### src/rtl/alu_seq_ctrl_if.sv
// Command, ALU-drive and result handshake bundle for alu_seq_ctrl.
// slave = sequencer side, master = command source / ALU / result sink side.
interface alu_seq_ctrl_if #(
  parameter int A_WIDTH   = 16,
  parameter int CNT_WIDTH = 8
);
  logic                 cmd_vld;
  logic                 cmd_rdy;
  logic [A_WIDTH-1:0]   cmd_a;
  logic [A_WIDTH-1:0]   cmd_b;
  logic [3:0]           cmd_fun;

  logic [A_WIDTH-1:0]   alu_a;
  logic [A_WIDTH-1:0]   alu_b;
  logic [3:0]           alu_fun;
  logic                 alu_en;
  logic [A_WIDTH-1:0]   alu_out;
  logic                 alu_out_valid;

  logic [A_WIDTH-1:0]   res_data;
  logic                 res_err;
  logic                 res_vld;
  logic                 res_rdy;

  logic                 busy;
  logic [CNT_WIDTH-1:0] op_cnt;

  modport slave (
    input  cmd_vld, cmd_a, cmd_b, cmd_fun, alu_out, alu_out_valid, res_rdy,
    output cmd_rdy, alu_a, alu_b, alu_fun, alu_en, res_data, res_err, res_vld,
           busy, op_cnt
  );

  modport master (
    output cmd_vld, cmd_a, cmd_b, cmd_fun, alu_out, alu_out_valid, res_rdy,
    input  cmd_rdy, alu_a, alu_b, alu_fun, alu_en, res_data, res_err, res_vld,
           busy, op_cnt
  );
endinterface

### src/rtl/alu_seq_ctrl.sv
// Single-command ALU sequencer: IDLE -> ISSUE -> WAIT -> HOLD -> IDLE.
// Define ALU_SEQ_TIMEOUT_EN to add a 16-cycle WAIT timeout that returns an error result.
module alu_seq_ctrl #(
  parameter int A_WIDTH   = 16,
  parameter int CNT_WIDTH = 8
) (
  input  logic          clk,
  input  logic          rst_n,
  alu_seq_ctrl_if.slave bus
);

  localparam logic [1:0] S_IDLE  = 2'd0;
  localparam logic [1:0] S_ISSUE = 2'd1;
  localparam logic [1:0] S_WAIT  = 2'd2;
  localparam logic [1:0] S_HOLD  = 2'd3;

  logic [1:0]           state;
  logic [A_WIDTH-1:0]   alu_a;
  logic [A_WIDTH-1:0]   alu_b;
  logic [3:0]           alu_fun;
  logic [A_WIDTH-1:0]   res_data;
  logic                 res_vld;
  logic [CNT_WIDTH-1:0] op_cnt;
`ifdef ALU_SEQ_TIMEOUT_EN
  logic [3:0]           to_cnt;
  logic                 res_err;
`endif

  always_ff @(posedge clk or negedge rst_n) begin
    if (!rst_n) begin
      state    <= S_IDLE;
      alu_a    <= '0;
      alu_b    <= '0;
      alu_fun  <= 4'b0000;
      res_data <= '0;
      res_vld  <= 1'b0;
      op_cnt   <= '0;
`ifdef ALU_SEQ_TIMEOUT_EN
      to_cnt   <= 4'd0;
      res_err  <= 1'b0;
`endif
    end else begin
      case (state)
        S_IDLE: begin
          if (bus.cmd_vld) begin
            alu_a   <= bus.cmd_a;
            alu_b   <= bus.cmd_b;
            alu_fun <= bus.cmd_fun;
            state   <= S_ISSUE;
          end
        end
        S_ISSUE: begin
          state <= S_WAIT;
`ifdef ALU_SEQ_TIMEOUT_EN
          to_cnt <= 4'd0;
`endif
        end
        S_WAIT: begin
          // A valid result in the same cycle as the timeout takes priority.
          if (bus.alu_out_valid) begin
            res_data <= bus.alu_out;
            res_vld  <= 1'b1;
            state    <= S_HOLD;
`ifdef ALU_SEQ_TIMEOUT_EN
            res_err  <= 1'b0;
          end else if (to_cnt == 4'hF) begin
            res_data <= '0;
            res_err  <= 1'b1;
            res_vld  <= 1'b1;
            state    <= S_HOLD;
          end else begin
            to_cnt   <= to_cnt + 4'd1;
`endif
          end
        end
        S_HOLD: begin
          // res_data deliberately keeps its last value after the handshake.
          if (bus.res_rdy) begin
            res_vld <= 1'b0;
            op_cnt  <= op_cnt + CNT_WIDTH'(1);
            state   <= S_IDLE;
          end
        end
        default: state <= S_IDLE;
      endcase
    end
  end

  assign bus.cmd_rdy  = (state == S_IDLE);
  assign bus.busy     = (state != S_IDLE);
  assign bus.alu_en   = (state == S_ISSUE);
  assign bus.alu_a    = alu_a;
  assign bus.alu_b    = alu_b;
  assign bus.alu_fun  = alu_fun;
  assign bus.res_data = res_data;
  assign bus.res_vld  = res_vld;
  assign bus.op_cnt   = op_cnt;
`ifdef ALU_SEQ_TIMEOUT_EN
  assign bus.res_err  = res_err;
`else
  assign bus.res_err  = 1'b0;
`endif

endmodule

### src/flat_wrapper.sv
// flat-port wrapper written by rule: the top's interface ports become plain ports
module alu_seq_ctrl_flat 
#(
  parameter int A_WIDTH   = 16,
  parameter int CNT_WIDTH = 8
)
  (clk, rst_n, bus_cmd_vld, bus_cmd_a, bus_cmd_b, bus_cmd_fun, bus_alu_out, bus_alu_out_valid, bus_res_rdy, bus_cmd_rdy, bus_alu_a, bus_alu_b, bus_alu_fun, bus_alu_en, bus_res_data, bus_res_err, bus_res_vld, bus_busy, bus_op_cnt);
  alu_seq_ctrl_if #(.A_WIDTH(A_WIDTH), .CNT_WIDTH(CNT_WIDTH)) bus_i ();
  input  logic clk;
  input  logic rst_n;
  input wire logic [$bits(bus_i.cmd_vld)-1:0] bus_cmd_vld;
  input wire logic [$bits(bus_i.cmd_a)-1:0] bus_cmd_a;
  input wire logic [$bits(bus_i.cmd_b)-1:0] bus_cmd_b;
  input wire logic [$bits(bus_i.cmd_fun)-1:0] bus_cmd_fun;
  input wire logic [$bits(bus_i.alu_out)-1:0] bus_alu_out;
  input wire logic [$bits(bus_i.alu_out_valid)-1:0] bus_alu_out_valid;
  input wire logic [$bits(bus_i.res_rdy)-1:0] bus_res_rdy;
  output wire logic [$bits(bus_i.cmd_rdy)-1:0] bus_cmd_rdy;
  output wire logic [$bits(bus_i.alu_a)-1:0] bus_alu_a;
  output wire logic [$bits(bus_i.alu_b)-1:0] bus_alu_b;
  output wire logic [$bits(bus_i.alu_fun)-1:0] bus_alu_fun;
  output wire logic [$bits(bus_i.alu_en)-1:0] bus_alu_en;
  output wire logic [$bits(bus_i.res_data)-1:0] bus_res_data;
  output wire logic [$bits(bus_i.res_err)-1:0] bus_res_err;
  output wire logic [$bits(bus_i.res_vld)-1:0] bus_res_vld;
  output wire logic [$bits(bus_i.busy)-1:0] bus_busy;
  output wire logic [$bits(bus_i.op_cnt)-1:0] bus_op_cnt;
  assign bus_i.cmd_vld = bus_cmd_vld;
  assign bus_i.cmd_a = bus_cmd_a;
  assign bus_i.cmd_b = bus_cmd_b;
  assign bus_i.cmd_fun = bus_cmd_fun;
  assign bus_i.alu_out = bus_alu_out;
  assign bus_i.alu_out_valid = bus_alu_out_valid;
  assign bus_i.res_rdy = bus_res_rdy;
  assign bus_cmd_rdy = bus_i.cmd_rdy;
  assign bus_alu_a = bus_i.alu_a;
  assign bus_alu_b = bus_i.alu_b;
  assign bus_alu_fun = bus_i.alu_fun;
  assign bus_alu_en = bus_i.alu_en;
  assign bus_res_data = bus_i.res_data;
  assign bus_res_err = bus_i.res_err;
  assign bus_res_vld = bus_i.res_vld;
  assign bus_busy = bus_i.busy;
  assign bus_op_cnt = bus_i.op_cnt;
  alu_seq_ctrl #(.A_WIDTH(A_WIDTH), .CNT_WIDTH(CNT_WIDTH)) u_core (.clk(clk), .rst_n(rst_n), .bus(bus_i));
endmodule
### config.mk
export PLATFORM = sky130hd
export DESIGN_NAME = alu_seq_ctrl_flat
export DESIGN_NICKNAME = d
export VERILOG_FILES = /design/src/rtl/alu_seq_ctrl_if.sv /design/src/rtl/alu_seq_ctrl.sv /design/src/flat_wrapper.sv
export SDC_FILE = /design/constraint.sdc
export NUM_CORES = 1
export LEC_CHECK = 0
export ABC_CLOCK_PERIOD_IN_PS = 4900
export BUFFER_PORTS_ARGS = -buffer_cell sky130_fd_sc_hd__buf_2
export CAP_MARGIN = 15
export CORE_AREA = 2 2 76 78
export DETAILED_ROUTE_END_ITERATION = 16
export DIE_AREA = 0 0 78 80
export PLACE_DENSITY_LB_ADDON = 0.3
export RECOVER_POWER = 50
export SKIP_LAST_GASP = 1
export SLEW_MARGIN = 20
export SYNTH_ARGS = -nofsm -noshare
export SYNTH_HDL_FRONTEND = slang
export SYNTH_SLANG_ARGS = --single-unit
### constraint.sdc
create_clock -name clk -period 4.9 [get_ports clk]
set_clock_uncertainty 0.1 [all_clocks]
set_input_delay 0.735 -clock clk [delete_from_list [all_inputs] [get_ports clk]]
set_output_delay 0.735 -clock clk [all_outputs]
set_load 0.02 [all_outputs]
-- Yosys cells after proc, flatten, opt, wreduce, memory -nomap -nowiden
Index checks and enable logic that the tools add are counted.
W data, S select, Z words.
- register bits after elaboration: 63
- input port bits: 57
- output and inout port bits: 65
- mux-type cells: 7
- equality and inequality tests: 6
- reductions and logical operators: 8
- $add $sub $neg: 1
- operator list (kind ; number):
    $add A8 B1 Y8 const B ; 1
    $pmux W2 S4 ; 1
    $mux W2 ; 3
    $ne A2 B2 Y1 const B ; 3
    $reduce_and A2 Y1 ; 3
    $reduce_and A3 Y1 ; 2
    $eq A2 B2 Y1 const B ; 2
    $reduce_bool A2 Y1 ; 2
    $eq A2 B1 Y1 const B ; 1
    $logic_not A2 Y1 ; 1
    $mux W1 ; 2
    $pmux W1 S2 ; 1

-- Logic depth before layout (Yosys ltp)
- depth after elaboration: 3
- mapped depth: 5
- gate-level depth less buffers: 5

-- Least setup slack after synthesis
OpenSTA, ideal clock, no wires.
- kind: reg2out
- start: register u_core.state[0]
- end: output port bus_busy
- data required time: 4.065 ns
- arrival: 1.032 ns
- slack: 3.033 ns
- cell stages (with the launch flop): 4
- buffers on the path: 0
- cells stage by stage: dfrtp_1 inv_1 ha_1 inv_1
- word-level cells in the longest chain between the ends: 1
- ends and longest elaborated chain (element ; RTL line ; RTL):
    from (decl) ; alu_seq_ctrl.sv:17 ; logic [1:0] state;
    from (signal assigned) ; alu_seq_ctrl.sv:31 ; state <= S_IDLE;
    from (signal assigned) ; alu_seq_ctrl.sv:49 ; state <= S_ISSUE;
    from (signal assigned) ; alu_seq_ctrl.sv:53 ; state <= S_WAIT;
    $reduce_bool A2 Y1 ; alu_seq_ctrl.sv:90 ; assign bus.busy = (state != S_IDLE);
    to (decl) ; flat_wrapper.sv:26 ; output wire logic [$bits(bus_i.busy)-1:0] bus_busy;
No other way between the ends.

-- Worst setup path after layout
Ends and elaborated chain as after synthesis.

==> flow_metrics.py <==
metrics = {
    "clock_network": {
        "cts_max_level": 3,
        "root_buffer": "clkbuf_8",
        "cts_tree": "built",
        "cts_hold_buf": 0,
        "cts_buffers": 9,
        "cts_resized": 0,
        "clkLatencyLatePin_ps": 320,
        "clock_path_buffers": 2,
        "cts_setup_buffers": 0,
        "cts_sinks": 63,
        "clk_pin_slew_worst_paths_ps": 60,
    },
    "setup_path": {
        "endpoint": "bus_busy",
        "startpoint": "u_core.state[0]$_DFFE_PN0P_",
        "rr_startpoint": "u_core.state[0]$_DFFE_PN0P_",
        "rr_endpoint": "u_core.bus.res_data[3]$_DFFE_PN0P_",
        "ff2ff_setup_slack_ps": 2980,
        "crit_arrival_ps": 1330,
        "crit_fanout": 5,
        "worstPathRequired_ps": 4070,
        "worstRegToRegCells": 4,
        "setup.worst_path.class": "flip-flop to primary output",
        "crit_path_start_kind": "flip-flop",
        "crit_path_end_kind": "primary output",
    },
    "placed_design": {
        "gp_congestion": 0.713,
        "dp_hpwl_mm": 3.40,
        "dpl.cell_count": 347,
        "port_buffers": 120,
    },
    "status": {
        "outcome": "completed",
    },
    "yosys": {
        "synth.yosys.seq_area_share_pct": 60.0,
        "synth-edff-count": 0,
        "synth_top_area_cell": "dfrtp_1",
        "synth_nets": 221,
        "yosysWarnings": 0,
        "synth_area_per_cell_um2": 16.5,
        "synthTopCellsByArea": "dfrtp_1, mux2_4, mux2_2",
        "synth_top_area_share_pct": 60.0,
        "ys_ff_latch": 63,
        "syn_area_um2": 2630,
        "syn_inst": 159,
        "async_reset_ff_share_pct": 100,
        "synthFlopType": "dfrtp_1",
        "synth_cell_types": 23,
    },
    "global_route": {
        "grt_pass1_wl_mm": 7.58,
        "antenna_found_initial": 0,
        "grt_start_max_net_pins": 64,
        "grt_pass1_vias": 1621,
        "grt_overflow_total": 0,
        "track_usage_pct": 16.2,
    },
    "floorplan": {
        "die-area_um2": 6240,
        "core_area_um2": 5410,
        "start_util_pct": 48.6,
        "die_h_um": 80,
        "chipWidth_um": 78,
        "io_pins": 122,
        "fp-row-count": 27,
    },
    "route": {
        "routed_via_density": 4.65,
        "vias": 1687,
        "post_drt_wl_per_cell_um": 13.5,
        "ant_nets": 0,
        "drt_iter0_drc": 32,
        "routed_wl_mm": 4.88,
        "drc": 0,
        "dr.pass1.iters": 5,
    },
    "sta": {
        "tightest_slew_ps": 770,
        "tns_ps": 0,
        "hold_viol": 0,
        "timing.final.crit_period_ps": 2160,
        "setup_viol": 0,
        "timing.fmax_ghz": 0.462,
        "post-route-period-util_pct": 44.1,
        "rsz0062_at_grt": "no",
        "max_slew_margin_pct": 48.7,
        "drv_slew": 0,
    },
    "cells_and_area": {
        "stdcell_count": 363,
        "area_growth_pct": 32.3,
        "final_common_cell": "buf_2",
        "diodes": 0,
        "nets": 348,
        "final_cell_mix": "buf_2, dfrtp_1, mux2_4",
        "fillers": 442,
        "drive_gt1_share_pct": 63.6,
    },
    "power": {
        "peakVddDrop_v": 0.000424,
        "power.leakage_uw": 0.00185,
        "powerDensity_nw_per_um2": 732,
    },
    "run": {
        "cap_violations": 0,
    },
    "hold_path": {
        "hold_class": "flip-flop to flip-flop",
    },
}
[where the power goes]
| part | internal (uW) | switching (uW) | leakage [uW] |
|---|---|---|---|
| sequential | 771 | 141 | 0.000753 |
| clock | 314 | 185 | 0.000114 |
| combinational | 535 | 598 | 0.000981 |
| total | 1620 | 924 | 0.00185 |
[state kept, by name, summed over array words and instances, names as in the netlist]
register and cells:
u_core.bus.op_cnt 8, u_core.bus.alu_a 16, u_core.bus.res_vld 1, u_core.state 2
u_core.bus.alu_b 16, u_core.bus.res_data 16, u_core.bus.alu_fun 4
[stage by stage]
stage / worst slack, ps / instance area [um^2] / power, uW / hold slack, ps / utilization (%)
after CTS: 2700 / 3500 / 2590 / 373 / 64.7
final: 2740 / 3480 / 2540 / 373 / 64.3
after global placement: 2930 / 3270 / 2060 / 356 / 60.6
after global routing: 2610 / 3480 / 2690 / 403 / 64.3
after floorplan: 3030 / 2630 / 1730 / 339 / -
after detailed placement: 2910 / 3270 / 2080 / 364 / 60.6
[logic make-up after synthesis]
| family | after synthesis | share of synthesized area, % |
|---|---|---|
| mux | 54 | 27.4 |
| xor+xnor | 7 | 2.33 |
| flops | 63 | 60.0 |
| buf+inv | 11 | 2.86 |
| other cells | 1 | 0.143 |
| simple gates | 13 | 3.19 |
| fa+ha+maj | 5 | 2.38 |
| compound gates | 5 | 1.71 |
[cell type report]
| cell class | instances | area [um^2] | share of cell area [%] |
|---|---|---|---|
| Clock buffer | 13 | 159 | 4.57 |
| Clock inverter | 3 | 65.1 | 1.87 |
| Inverter | 6 | 22.5 | 0.648 |
| Multi-Input combinational cell | 85 | 963 | 27.7 |
| Sequential cell | 63 | 1580 | 45.3 |
| Tap cell | 72 | 90.1 | 2.59 |
| Timing Repair Buffer | 121 | 601 | 17.3 |
[Yosys cell counts (2+ instances only)]
| master | count |
|---|---|
| mux2_2 | 24 |
| nand2_1 | 2 |
| ha_1 | 5 |
| nand4_1 | 3 |
| mux2_4 | 30 |
| nand2_4 | 2 |
| dfrtp_1 | 63 |
| buf_6 | 4 |
| nand3_1 | 2 |
| xnor2_1 | 6 |
| inv_1 | 6 |
[per-layer routing]
layer	track usage [%]	vias up	share of wire (%)	wire [um]
met5	0	-	0	0
met2	24.7	66	47	2310
li1	-	804	-	-
met1	21.0	806	44	2130
met3	4.86	11	6.8	334
met4	8.42	0	2.1	104
[how the worst min path moves through the flow]
stage | start | endpoint | slack [ps] | cells past startpoint
after detailed placement | u_core.bus.op_cnt[7]$_DFFE_PN0P_ | u_core.bus.op_cnt[7]$_DFFE_PN0P_ | 360 | 1
after global routing | u_core.bus.op_cnt[7]$_DFFE_PN0P_ | u_core.bus.op_cnt[7]$_DFFE_PN0P_ | 400 | 1
after global placement | u_core.bus.op_cnt[7]$_DFFE_PN0P_ | u_core.bus.op_cnt[7]$_DFFE_PN0P_ | 360 | 1
after floorplan | rst_n | u_core.bus.alu_a[0]$_DFFE_PN0P_ | 340 | 0
final | u_core.bus.op_cnt[7]$_DFFE_PN0P_ | u_core.bus.op_cnt[7]$_DFFE_PN0P_ | 370 | 1
after CTS | u_core.bus.op_cnt[7]$_DFFE_PN0P_ | u_core.bus.op_cnt[7]$_DFFE_PN0P_ | 370 | 1
[critical path: stages (launching register included)]
cell and delay, ps:
dfrtp_1 420, inv_1 90, ha_1 280, inv_1 60
buf_2 160
No activity file was read; power rests on OpenSTA's default activity.
